## src/rtl/genius_seq_player.sv

```systemverilog
`default_nettype none
// ============================================================================
// genius_seq_player : plays the stored colour sequence on the LEDs, one step
//                     per ON/OFF tick window, then pulses DONE.
// Revision 1.0
// ============================================================================
module genius_seq_player #(
  parameter int SIZE      = 4,
  parameter int ON_TICKS  = 3,
  parameter int OFF_TICKS = 1
) (
  input  logic            CLKT,
  input  logic            R,
  input  logic            E,
  input  logic            START,
  input  logic [SIZE-1:0] LEVEL,
  input  logic [1:0]      SEQ_DATA,
  output logic [SIZE-1:0] SEQ_ADDR,
  output logic [3:0]      LEDS,
  output logic            BUSY,
  output logic            DONE
);

  typedef enum logic [2:0] {
    S_IDLE = 3'd0,
    S_LOAD = 3'd1,
    S_SHOW = 3'd2,
    S_GAP  = 3'd3,
    S_FIN  = 3'd4
  } state_t;

  localparam logic [3:0]      C_ON_LAST  = 4'(ON_TICKS - 1);
  localparam logic [3:0]      C_OFF_LAST = 4'(OFF_TICKS - 1);
  localparam logic [SIZE-1:0] C_ADDR_ONE = {{(SIZE-1){1'b0}}, 1'b1};

  state_t          state_q, state_d;
  logic [SIZE-1:0] addr_q, addr_d;
  logic [SIZE-1:0] level_q, level_d;
  logic [1:0]      colour_q, colour_d;
  logic [3:0]      tick_q, tick_d;
  logic [3:0]      leds_q, leds_d;
  logic            busy_q, busy_d;
  logic            done_q, done_d;

  function automatic logic [3:0] decode(input logic [1:0] code);
    decode = 4'b0001 << code;
  endfunction

  always_ff @(posedge CLKT or posedge R) begin
    if (R) begin
      state_q  <= S_IDLE;
      addr_q   <= '0;
      level_q  <= '0;
      colour_q <= 2'd0;
      tick_q   <= 4'd0;
      leds_q   <= 4'd0;
      busy_q   <= 1'b0;
      done_q   <= 1'b0;
    end else begin
      state_q  <= state_d;
      addr_q   <= addr_d;
      level_q  <= level_d;
      colour_q <= colour_d;
      tick_q   <= tick_d;
      leds_q   <= leds_d;
      busy_q   <= busy_d;
      done_q   <= done_d;
    end
  end

  // Outputs are computed one cycle ahead so every port comes straight from a flop.
  always_comb begin
    state_d  = state_q;
    addr_d   = addr_q;
    level_d  = level_q;
    colour_d = colour_q;
    tick_d   = tick_q;
    leds_d   = leds_q;
    busy_d   = busy_q;
    done_d   = 1'b0;
    unique case (state_q)
      S_IDLE: begin
        if (START) begin
          state_d = S_LOAD;
          level_d = LEVEL;
          addr_d  = '0;
          busy_d  = 1'b1;
        end
      end
      S_LOAD: begin
        colour_d = SEQ_DATA;
        tick_d   = 4'd0;
        leds_d   = decode(SEQ_DATA);
        state_d  = S_SHOW;
      end
      S_SHOW: begin
        leds_d = decode(colour_q);
        if (E) begin
          if (tick_q == C_ON_LAST) begin
            tick_d  = 4'd0;
            leds_d  = 4'd0;
            state_d = S_GAP;
          end else begin
            tick_d = tick_q + 4'd1;
          end
        end
      end
      S_GAP: begin
        if (E) begin
          if (tick_q == C_OFF_LAST) begin
            tick_d = 4'd0;
            if (addr_q == level_q) begin
              state_d = S_FIN;
              done_d  = 1'b1;
              busy_d  = 1'b0;
            end else begin
              addr_d  = addr_q + C_ADDR_ONE;
              state_d = S_LOAD;
            end
          end else begin
            tick_d = tick_q + 4'd1;
          end
        end
      end
      S_FIN: begin
        state_d = S_IDLE;
      end
      default: begin
        state_d = S_IDLE;
      end
    endcase
  end

  assign SEQ_ADDR = addr_q;
  assign LEDS     = leds_q;
  assign BUSY     = busy_q;
  assign DONE     = done_q;

endmodule
`default_nettype wire

```

## config.mk

```make
export PLATFORM = sky130hd
export DESIGN_NAME = genius_seq_player
export DESIGN_NICKNAME = d
export VERILOG_FILES = /design/src/rtl/genius_seq_player.sv
export SDC_FILE = /design/constraint.sdc
export NUM_CORES = 1
export LEC_CHECK = 0
export BUFFER_PORTS_ARGS = -buffer_cell sky130_fd_sc_hd__buf_4
export CORE_AREA = 2 2 53 55
export DETAILED_ROUTE_END_ITERATION = 8
export DIE_AREA = 0 0 55 57
export GPL_ROUTABILITY_DRIVEN = 0
export HOLD_SLACK_MARGIN = 0.05
export PLACE_DENSITY = 0.74
export REMOVE_ABC_BUFFERS = 1
export SLEW_MARGIN = 20
export SYNTH_ARGS = -nofsm -noshare
export SYNTH_HDL_FRONTEND = slang
export SYNTH_SLANG_ARGS = --single-unit
```

## constraint.sdc

```tcl
create_clock -name CLKT -period 1.73 [get_ports CLKT]
set_input_delay 0.173 -clock CLKT [delete_from_list [all_inputs] [get_ports CLKT]]
set_output_delay 0.173 -clock CLKT [all_outputs]
set_load 0.01 [all_outputs]
```

# ---- Word level (Yosys, flattened, before mapping)
# Cells that the tools add are included.
dict set report word_totals {
  mem_bits_rw 0
  wordCells 63
  latchBits 0
  reg_bits 23
  n_memories 0
  rom_bits 0
}
dict set report classes {
  div 0
  multipliers 0
  add_sub_neg 2
  n_mux 29
  n_reduce_logical 10
  n_lt_le_gt_ge 0
  n_shift 2
  n_eq_ne 12
  bitwise 0
}
# operator count
set ops {}
lappend ops {{2-to-1 mux 4 bit} 10}
lappend ops {{2-to-1 mux 3 bit} 6}
lappend ops {{one-hot mux 4 bit (2 select lines)} 2}
lappend ops {{AND reduction 5 bit} 3}
lappend ops {{!= test 2 bit (second input constant)} 7}
lappend ops {{one-hot mux 3 bit (4 select lines)} 1}
lappend ops {{one-hot mux 4 bit (3 select lines)} 1}
lappend ops {{adder 4 x 1 -> 4 bit (second input constant)} 2}
lappend ops {{2-to-1 mux 1 bit} 8}
lappend ops {{left shift 1 x 2 -> 4 bit (first input constant)} 2}
lappend ops {{equality test 3 x 2 -> 1 bit (second input constant)} 2}
lappend ops {{equality test 4 x 2 -> 1 bit (second input constant)} 1}
lappend ops {{equality test 4 bit} 1}
lappend ops {{logical NOT 4 bit} 1}
lappend ops {{nonzero test 2 bit} 2}
lappend ops {{equality test 3 x 1 -> 1 bit (second input constant)} 1}
lappend ops {{logical NOT 3 bit} 1}
lappend ops {{AND reduction 3 bit} 1}
lappend ops {{nonzero test 3 bit} 1}
lappend ops {{one-hot mux 1 bit (2 select lines)} 1}
lappend ops {{AND reduction 2 bit} 1}

# ---- Longest topological paths before layout
# Gate-level depths: netlist of run 1.
dict set report depth {
  word_depth 5
  mapped_depth 6
}

# ---- Worst setup path before layout of run 1
# No wires, ideal clock.
dict set report synth_timing {
  path_type {register to register}
  from {register tick_q[0]}
  to {register addr_q[2], in the netlist SEQ_ADDR[2]}
  required_ns 1.647
  synth_period_minus_slack_ns 1.552
  n_path_buf 0
  path_stages_with_launch 7
  t_arrival_ns 1.470
  setup_slack_ns 0.178
  path_cell_list {dfrtp_1 inv_1 ha_1 and4bb_2 nand2_1 or4b_1 o21ai_0}
}
dict set report synth_between {
  elab_chain_cells 3
}
# item line_no
set synth_lines {}
lappend synth_lines {{start: declaration} 40} ;# logic [3:0] tick_q, tick_d;
lappend synth_lines {{start signal: assignment} 64} ;# tick_q <= tick_d;
lappend synth_lines {{logical NOT 4 bit} 110} ;# if (tick_q == C_OFF_LAST) begin
lappend synth_lines {{!= test 2 bit (no line)} -}
lappend synth_lines {{AND reduction 5 bit (no line)} -}
lappend synth_lines {{end signal: assignment} 61} ;# addr_q <= addr_d;
lappend synth_lines {{end: declaration} 37} ;# logic [SIZE-1:0] addr_q, addr_d;
# No other way between the ends.
# A chain may end at the register's enable or synchronous reset.

# ---- Worst setup path after layout of run 1
dict set report layout_timing {
  from {register tick_q[1]}
  to {register tick_q[2]}
}
dict set report layout_between {
  elab_chain_cells 4
}
# item line_no
set layout_lines {}
lappend layout_lines {{adder 4 x 1 -> 4 bit, or another cell as far along} {104, 121}}
lappend layout_lines {{2-to-1 mux 4 bit (on tied branches)} {110, 99}}
lappend layout_lines {{2-to-1 mux 4 bit (on tied branches)} {109, 98}}
lappend layout_lines {{one-hot mux 4 bit (3 select lines) *} 81} ;# unique case (state_q)
# Every way passes the cells marked *; elsewhere a longest branch is shown, timed or not. The select of a mux whose other input is x is not followed.

==> impl_metrics.py, run 1 <==
metrics = {
    "critical_path": {
        "path_max_fanout": 5,
        "cp.arrival_ns": 1.97,
        "crit_type": "reg -> reg",
        "crit_path_end_kind": "register",
        "crit_buf_inv": 1,
        "rr_endpoint": "tick_q[2]",
        "reg2reg_depth": 6,
        "reg2reg_setup_slack_ns": 0.02,
        "reg2reg_from": "tick_q[1]",
        "cp_slowest_cell": "or4b_1",
        "cp_data_required_time_ns": 1.99,
        "critPathTopFamily": "simple AND/OR/NAND/NOR gates",
        "start_kind": "register",
        "path_depth": 6,
        "crit_path_max_incr_delay_ns": 0.50,
        "crit_chain": "ha_2 > buf_4 > mux2i_1 > nor3_1 > or4b_1 > o21ai_1",
    },
    "power": {
        "leakagePower_nw": 0.747,
        "seq_power_share_pct": 37.5,
        "total_power_mw": 2.63,
        "power_switching_mw": 1.11,
        "combPwrFrac_pct": 52.7,
        "vdd_drop_max_mv": 1.24,
        "intPower_mw": 1.53,
        "p_clk_share_pct": 9.8,
        "powerDensity_nw_per_um2": 1650,
        "switching_share_pct": 42.0,
    },
    "global_routing": {
        "grt_overflow": 0,
        "antenna_found_initial": 0,
        "grt_max_degree": 24,
        "grt_pass1_wl_mm": 4.27,
        "grt_use_total_pct": 18.5,
        "first_global_vias": 1018,
    },
    "routing": {
        "wirelength_mm": 2.61,
        "vias": 1099,
        "ant_nets": 0,
        "wl_per_cell_um": 13.4,
        "drt_iter0_markers": 28,
        "viasPerCell": 5.64,
        "dr.pass1.iters": 4,
        "drc": 0,
    },
    "sta": {
        "slew_headroom_pct": 71.6,
        "setup_viol": 0,
        "finClkSkew_ns": 0.0101,
        "min_period_over_period_pct": 98.6,
        "worstMarginPinSlew_ns": 0.422,
        "rsz0062_at_grt": "yes",
        "setup_tns_ns": 0,
        "fmax_mhz": 586,
        "fin_crit_ns": 1.71,
        "fin_hold_ws_ns": 0.0796,
        "finalHoldViolCount": 0,
        "drv_slew": 0,
    },
    "cts": {
        "clk_latency_ns": 0.32,
        "cts_inserted_buffers": 3,
        "root_buffer": "clkbuf_4",
        "cts_sinks": 23,
        "tritoncts": "yes",
        "clk_pin_slew_ns": 0.14,
        "cts_max_level": 1,
        "clockBufferDepth": 2,
    },
    "finish": {
        "diodes": 0,
        "layout.cells.non_filler": 195,
        "nNetsFinal": 179,
        "fin_area_um2": 1600,
        "area_growth_pct": 21.0,
        "drive_gt1_share_pct": 28.0,
    },
    "floorplan": {
        "die_y_um": 57,
        "dieArea_um2": 3140,
        "initial_core_util_pct": 50.5,
        "die_w_um": 55,
        "io_pins": 20,
        "core-area_um2": 2620,
        "rows": 19,
    },
    "synth": {
        "syn_area_um2": 1320,
        "synth_seq_cells": 23,
        "yosys.cell_types.count": 37,
        "synth-main-ff-cell": "dfrtp_1",
        "synth_cells": 134,
        "synth-edff-count": 0,
        "synth_area_per_cell_um2": 9.86,
        "synth_seq_area_share_pct": 43.6,
        "async_flop_share_pct": 100,
        "ys.warnings.count": 0,
    },
    "worst_hold_path": {
        "min-delay-path-class": "in -> reg",
        "min_to": "colour_q[0]",
        "whs_path_depth": 3,
        "worstHoldStart": "SEQ_DATA[0]",
    },
    "placed_design": {
        "port_buffers": 19,
        "placedInstanceArea_um2": 1540,
        "dp_hpwl_mm": 1.93,
        "placed_cells": 189,
    },
    "status": {
        "status": "complete, no violations",
    },
    "job": {
        "maxCapViolCount": 0,
    },
}
[layer usage]
| metal | global-route usage, % | wire (um) | vias up | share of wire, % |
|---|---|---|---|---|
| met2 | 31.8 | 1370 | 18 | 52 |
| met1 | 23.1 | 1130 | 538 | 43 |
| li1 | - | - | 538 | - |
| met5 | 0 | 0 | - | 0 |
| met3 | 1.57 | 77 | 5 | 2.9 |
| met4 | 8.01 | 39 | 0 | 1.5 |
[Yosys cell counts, types with 2 or more instances]
| library cell | n | area, um2 |
|---|---|---|
| a21o_1 | 3 | 22.5 |
| o21ai_0 | 7 | 35.0 |
| mux2i_1 | 2 | 20.0 |
| buf_6 | 2 | 22.5 |
| ha_1 | 4 | 50.1 |
| nor2b_1 | 3 | 18.8 |
| nand2_1 | 11 | 41.3 |
| xor2_1 | 4 | 35.0 |
| nor3_1 | 3 | 15.0 |
| o311ai_0 | 2 | 17.5 |
| nand2b_1 | 5 | 31.3 |
| a21oi_1 | 7 | 35.0 |
| a221oi_1 | 3 | 26.3 |
| dfrtp_1 | 23 | 576 |
| nand3_1 | 10 | 50.1 |
| mux2_2 | 5 | 56.3 |
| or4b_1 | 2 | 20.0 |
| nor2_1 | 11 | 41.3 |
| inv_1 | 9 | 33.8 |
[how the worst max path moves through the flow]
stage,from,to
after detailed placement,tick_q[0],LEDS[1]
final,tick_q[1],tick_q[2]
after CTS,tick_q[0],LEDS[1]
after global placement,tick_q[0],LEDS[1]
after floorplan,tick_q[0],SEQ_ADDR[2]
after global routing,tick_q[1],tick_q[2]
[repair_timing]
action                                  CTS  global route
hold endpoints to repair                 23             0
buffers inserted                          0             1
gates resized for setup                   0             5
endpoints found under the setup margin    0             6
hold buffers                              1             0
[layout make-up]
class / count / area [um2]
fillers: 229 / 1020
multi-input cells: 99 / 703
flip-flops and latches: 23 / 576
repair buffers: 29 / 220
well taps: 31 / 38.8
inverters: 9 / 33.8
clock buffers: 3 / 22.5
clock inverters: 1 / 5.00
[flip-flops by register name, summed over array words and instances, names as in the netlist]
signal	cells
BUSY	1
tick_q	4
level_q	4
state_q	3
colour_q	2
SEQ_ADDR	4
DONE	1
LEDS	4
[layout by cell type, fill, tap and decap left out, types with 2 or more instances in the layout]
cell,n
mux2i_1,2
nand2_1,11
mux2_2,5
a221oi_1,3
or4b_1,2
nor2_1,11
a21oi_1,7
buf_4,28
clkbuf_4,3
o21ai_0,7
inv_1,8
ha_1,3
nor3_1,3
dfrtp_1,23
a21o_1,3
nand2b_1,5
nand3_1,10
nor2b_1,3
xor2_1,4
[power by group through the flow]
stage	clock network [mW]	registers (mW)	logic (mW)
6_report	0.258	0.987	1.39
5_1_grt	0.296	1.02	1.54
4_1_cts	0.269	0.978	1.36
3_5_place_dp	0	0.988	1.36
3_3_place_gp	0	0.974	1.31
2_1_floorplan	0	1.00	0.890
[worst min-delay path: cells and delay by family]
family                 cells  cell delay [ns]
AO/OA/AOI/OAI              1             0.07
buffers and inverters      1             0.09
AND/OR/NAND/NOR            1             0.04
[logic make-up after synthesis]
logic type	Yosys count	share of synthesized area [%]
buffers and inverters	12	4.54
AO/OA/AOI/OAI	25	12.0
adder cells (fa/ha/maj)	4	3.79
AND/OR/NAND/NOR	58	26.5
flip-flops	23	43.6
XOR/XNOR	4	2.65
multiplexers	8	6.91
[per-stage QoR]
step	worst slack [ns]	util [%]
final	0.0249	61.1
after global routing	-0.0381	61.1
after CTS	0.0206	60.2
after detailed placement	0.0386	58.8
after global placement	0.0558	58.8
after floorplan	0.178	-
Power figures use the tool's default switching activity.
==> run 2, diff against run 1 <==
--- a/config.mk
+++ b/config.mk
@@ -7,10 +7,10 @@
 export LEC_CHECK = 0
 export BUFFER_PORTS_ARGS = -buffer_cell sky130_fd_sc_hd__buf_4
-export CORE_AREA = 2 2 53 55
+export CORE_AREA = 2 2 50 52
 export DETAILED_ROUTE_END_ITERATION = 8
-export DIE_AREA = 0 0 55 57
+export DIE_AREA = 0 0 52 54
 export GPL_ROUTABILITY_DRIVEN = 0
 export HOLD_SLACK_MARGIN = 0.05
-export PLACE_DENSITY = 0.74
+export PLACE_DENSITY = 0.82
 export REMOVE_ABC_BUFFERS = 1
 export SLEW_MARGIN = 20
==> constraint.sdc (replaced) <==
create_clock -name CLKT -period 2.15 [get_ports CLKT]
set_input_delay 0.645 -clock CLKT [delete_from_list [all_inputs] [get_ports CLKT]]
set_output_delay 0.645 -clock CLKT [all_outputs]
set_load 0.01 [all_outputs]
==> impl_metrics.py, run 2 (synthesis gave the netlist of run 1 again) <==
metrics = {
    "job": {
        "maxCapViolCount": 0,
    },
    "cts": {
        "tritoncts": "yes",
        "clockBufferDepth": 2,
        "cts_sinks": 23,
        "root_buffer": "clkbuf_4",
        "hold_buffers": 0,
        "cts_inserted_buffers": 3,
        "cts.repair.resized": 0,
        "clk_pin_slew_ns": 0.13,
        "postCtsSetupBuffers": 0,
        "cts_max_level": 1,
        "clk_latency_ns": 0.32,
    },
    "sta": {
        "finalHoldViolCount": 0,
        "rsz0062_at_grt": "no",
        "min_period_over_period_pct": 80.5,
        "setup_viol": 0,
        "drv_slew": 0,
        "worstMarginPinSlew_ns": 0.578,
        "setup_tns_ns": 0,
        "fin_crit_ns": 1.73,
        "slew_headroom_pct": 61.3,
        "finClkSkew_ns": 0.0100,
        "fmax_mhz": 578,
    },
    "finish": {
        "finish.utilization_pct": 65.1,
        "final_common_cell": "dfrtp_1",
        "nNetsFinal": 170,
        "multi_input_area_um2": 686,
        "area_growth_pct": 14.3,
        "area.sequential_um2": 576,
        "diodes": 0,
        "drive_gt1_share_pct": 22.6,
        "layout.cells.non_filler": 185,
        "fill_cells": 201,
        "final_cell_mix": "dfrtp_1, buf_4, nand2_1, nor2_1, nand3_1",
    },
    "routing": {
        "met1_length_mm": 1.09,
        "wl_met3_um": 77,
        "wl_met2_mm": 1.25,
        "wl_per_cell_um": 13.3,
        "dr.pass1.iters": 4,
        "vias": 1024,
        "wirelength_mm": 2.46,
        "drc": 0,
        "ant_nets": 0,
        "viasPerCell": 5.54,
        "highest_layer": "met4",
        "drt_iter0_markers": 22,
    },
    "global_routing": {
        "first_global_vias": 947,
        "grt_overflow": 0,
        "grt_use_total_pct": 19.9,
        "grt_max_degree": 24,
        "grt_pass1_wl_mm": 4.05,
        "antenna_found_initial": 0,
    },
    "floorplan": {
        "die_y_um": 54,
        "dieArea_um2": 2810,
        "io_pins": 20,
        "die_w_um": 52,
        "rows": 18,
        "initial_core_util_pct": 57.0,
        "core-area_um2": 2320,
    },
    "power": {
        "leakagePower_nw": 0.700,
        "total_power_mw": 2.01,
        "vdd_drop_max_mv": 0.716,
        "powerDensity_nw_per_um2": 1330,
    },
    "critical_path": {
        "crit_path_end_kind": "register",
        "crit_buf_inv": 1,
        "path_max_fanout": 5,
        "reg2reg_depth": 6,
        "cp_slowest_cell": "dfrtp_1",
        "start_kind": "register",
        "cp.arrival_ns": 1.93,
        "crit_path_max_incr_delay_ns": 0.44,
        "cp_data_required_time_ns": 2.35,
        "reg2reg_setup_slack_ns": 0.42,
        "rr_endpoint": "LEDS[1]",
        "reg2reg_from": "tick_q[0]",
        "crit_type": "reg -> reg",
        "crit_chain": "inv_1 > ha_1 > nor4bb_1 > nor4_1 > a221oi_1 > nor2_1",
        "critPathTopFamily": "simple AND/OR/NAND/NOR gates",
    },
    "status": {
        "status": "complete, no violations",
    },
    "placed_design": {
        "placed_cells": 181,
        "dp_hpwl_mm": 1.87,
        "port_buffers": 19,
    },
    "worst_hold_path": {
        "min-delay-path-class": "in -> async",
    },
}
==> run 2: cell types whose count changed in the layout (fill, tap and decap cells not counted) <==
cell           previous run  this run
dlygate4sd3_1             1         0
o311ai_1                  1         0
ha_1                      3         4
inv_2                     1         0
o311ai_0                  1         2
buf_4                    28        20
nor4bb_4                  1         0
nor4bb_1                  0         1
ha_2                      1         0
inv_1                     8         9
==> run 2: layout make-up <==
| cell class | count | share of cell area [%] |
|---|---|---|
| clock buffers | 3 | 1.49 |
| clock inverters | 1 | 0.331 |
| inverters | 9 | 2.24 |
| multi-input cells | 99 | 45.4 |
| flip-flops and latches | 23 | 38.1 |
| well taps | 30 | 2.49 |
| repair buffers | 20 | 9.94 |
==> run 2: tightest hold or removal path, stage by stage <==
cell and delay [ns]:
buf_4 0.11, inv_1 0.04, buf_4 0.28
==> run 2: routing by layer <==
metal / vias to the layer above / track usage [%]
met3: 4 / 4.44
li1: 519 / -
met1: 486 / 24.2
met2: 15 / 33.5
met5: - / 0
met4: 0 / 9.65
==> run 2: report_power, final <==
group	switching, mW	internal, mW
clock	0.131	0.0697
combinational	0.514	0.479
sequential	0.205	0.607
total	0.850	1.16
==> run 2: worst max path at each step <==
stage               from           to  cells after the start
4_1_cts        tick_q[0]      LEDS[1]                      6
3_3_place_gp       START   level_q[1]                      3
6_report       tick_q[0]      LEDS[1]                      6
2_1_floorplan  tick_q[0]  SEQ_ADDR[2]                      6
3_5_place_dp           E  SEQ_ADDR[2]                      5
5_1_grt        tick_q[0]    tick_q[2]                      6
==> run 2: per-stage QoR <==
stage,worst slack [ns],instance area (um2),hold slack [ns]
after global routing,0.321,1510,0.359
after detailed placement,0.380,1480,0.471
final,0.418,1510,0.345
after global placement,0.425,1480,0.472
after floorplan,0.598,1290,0.501
after CTS,0.422,1510,0.355
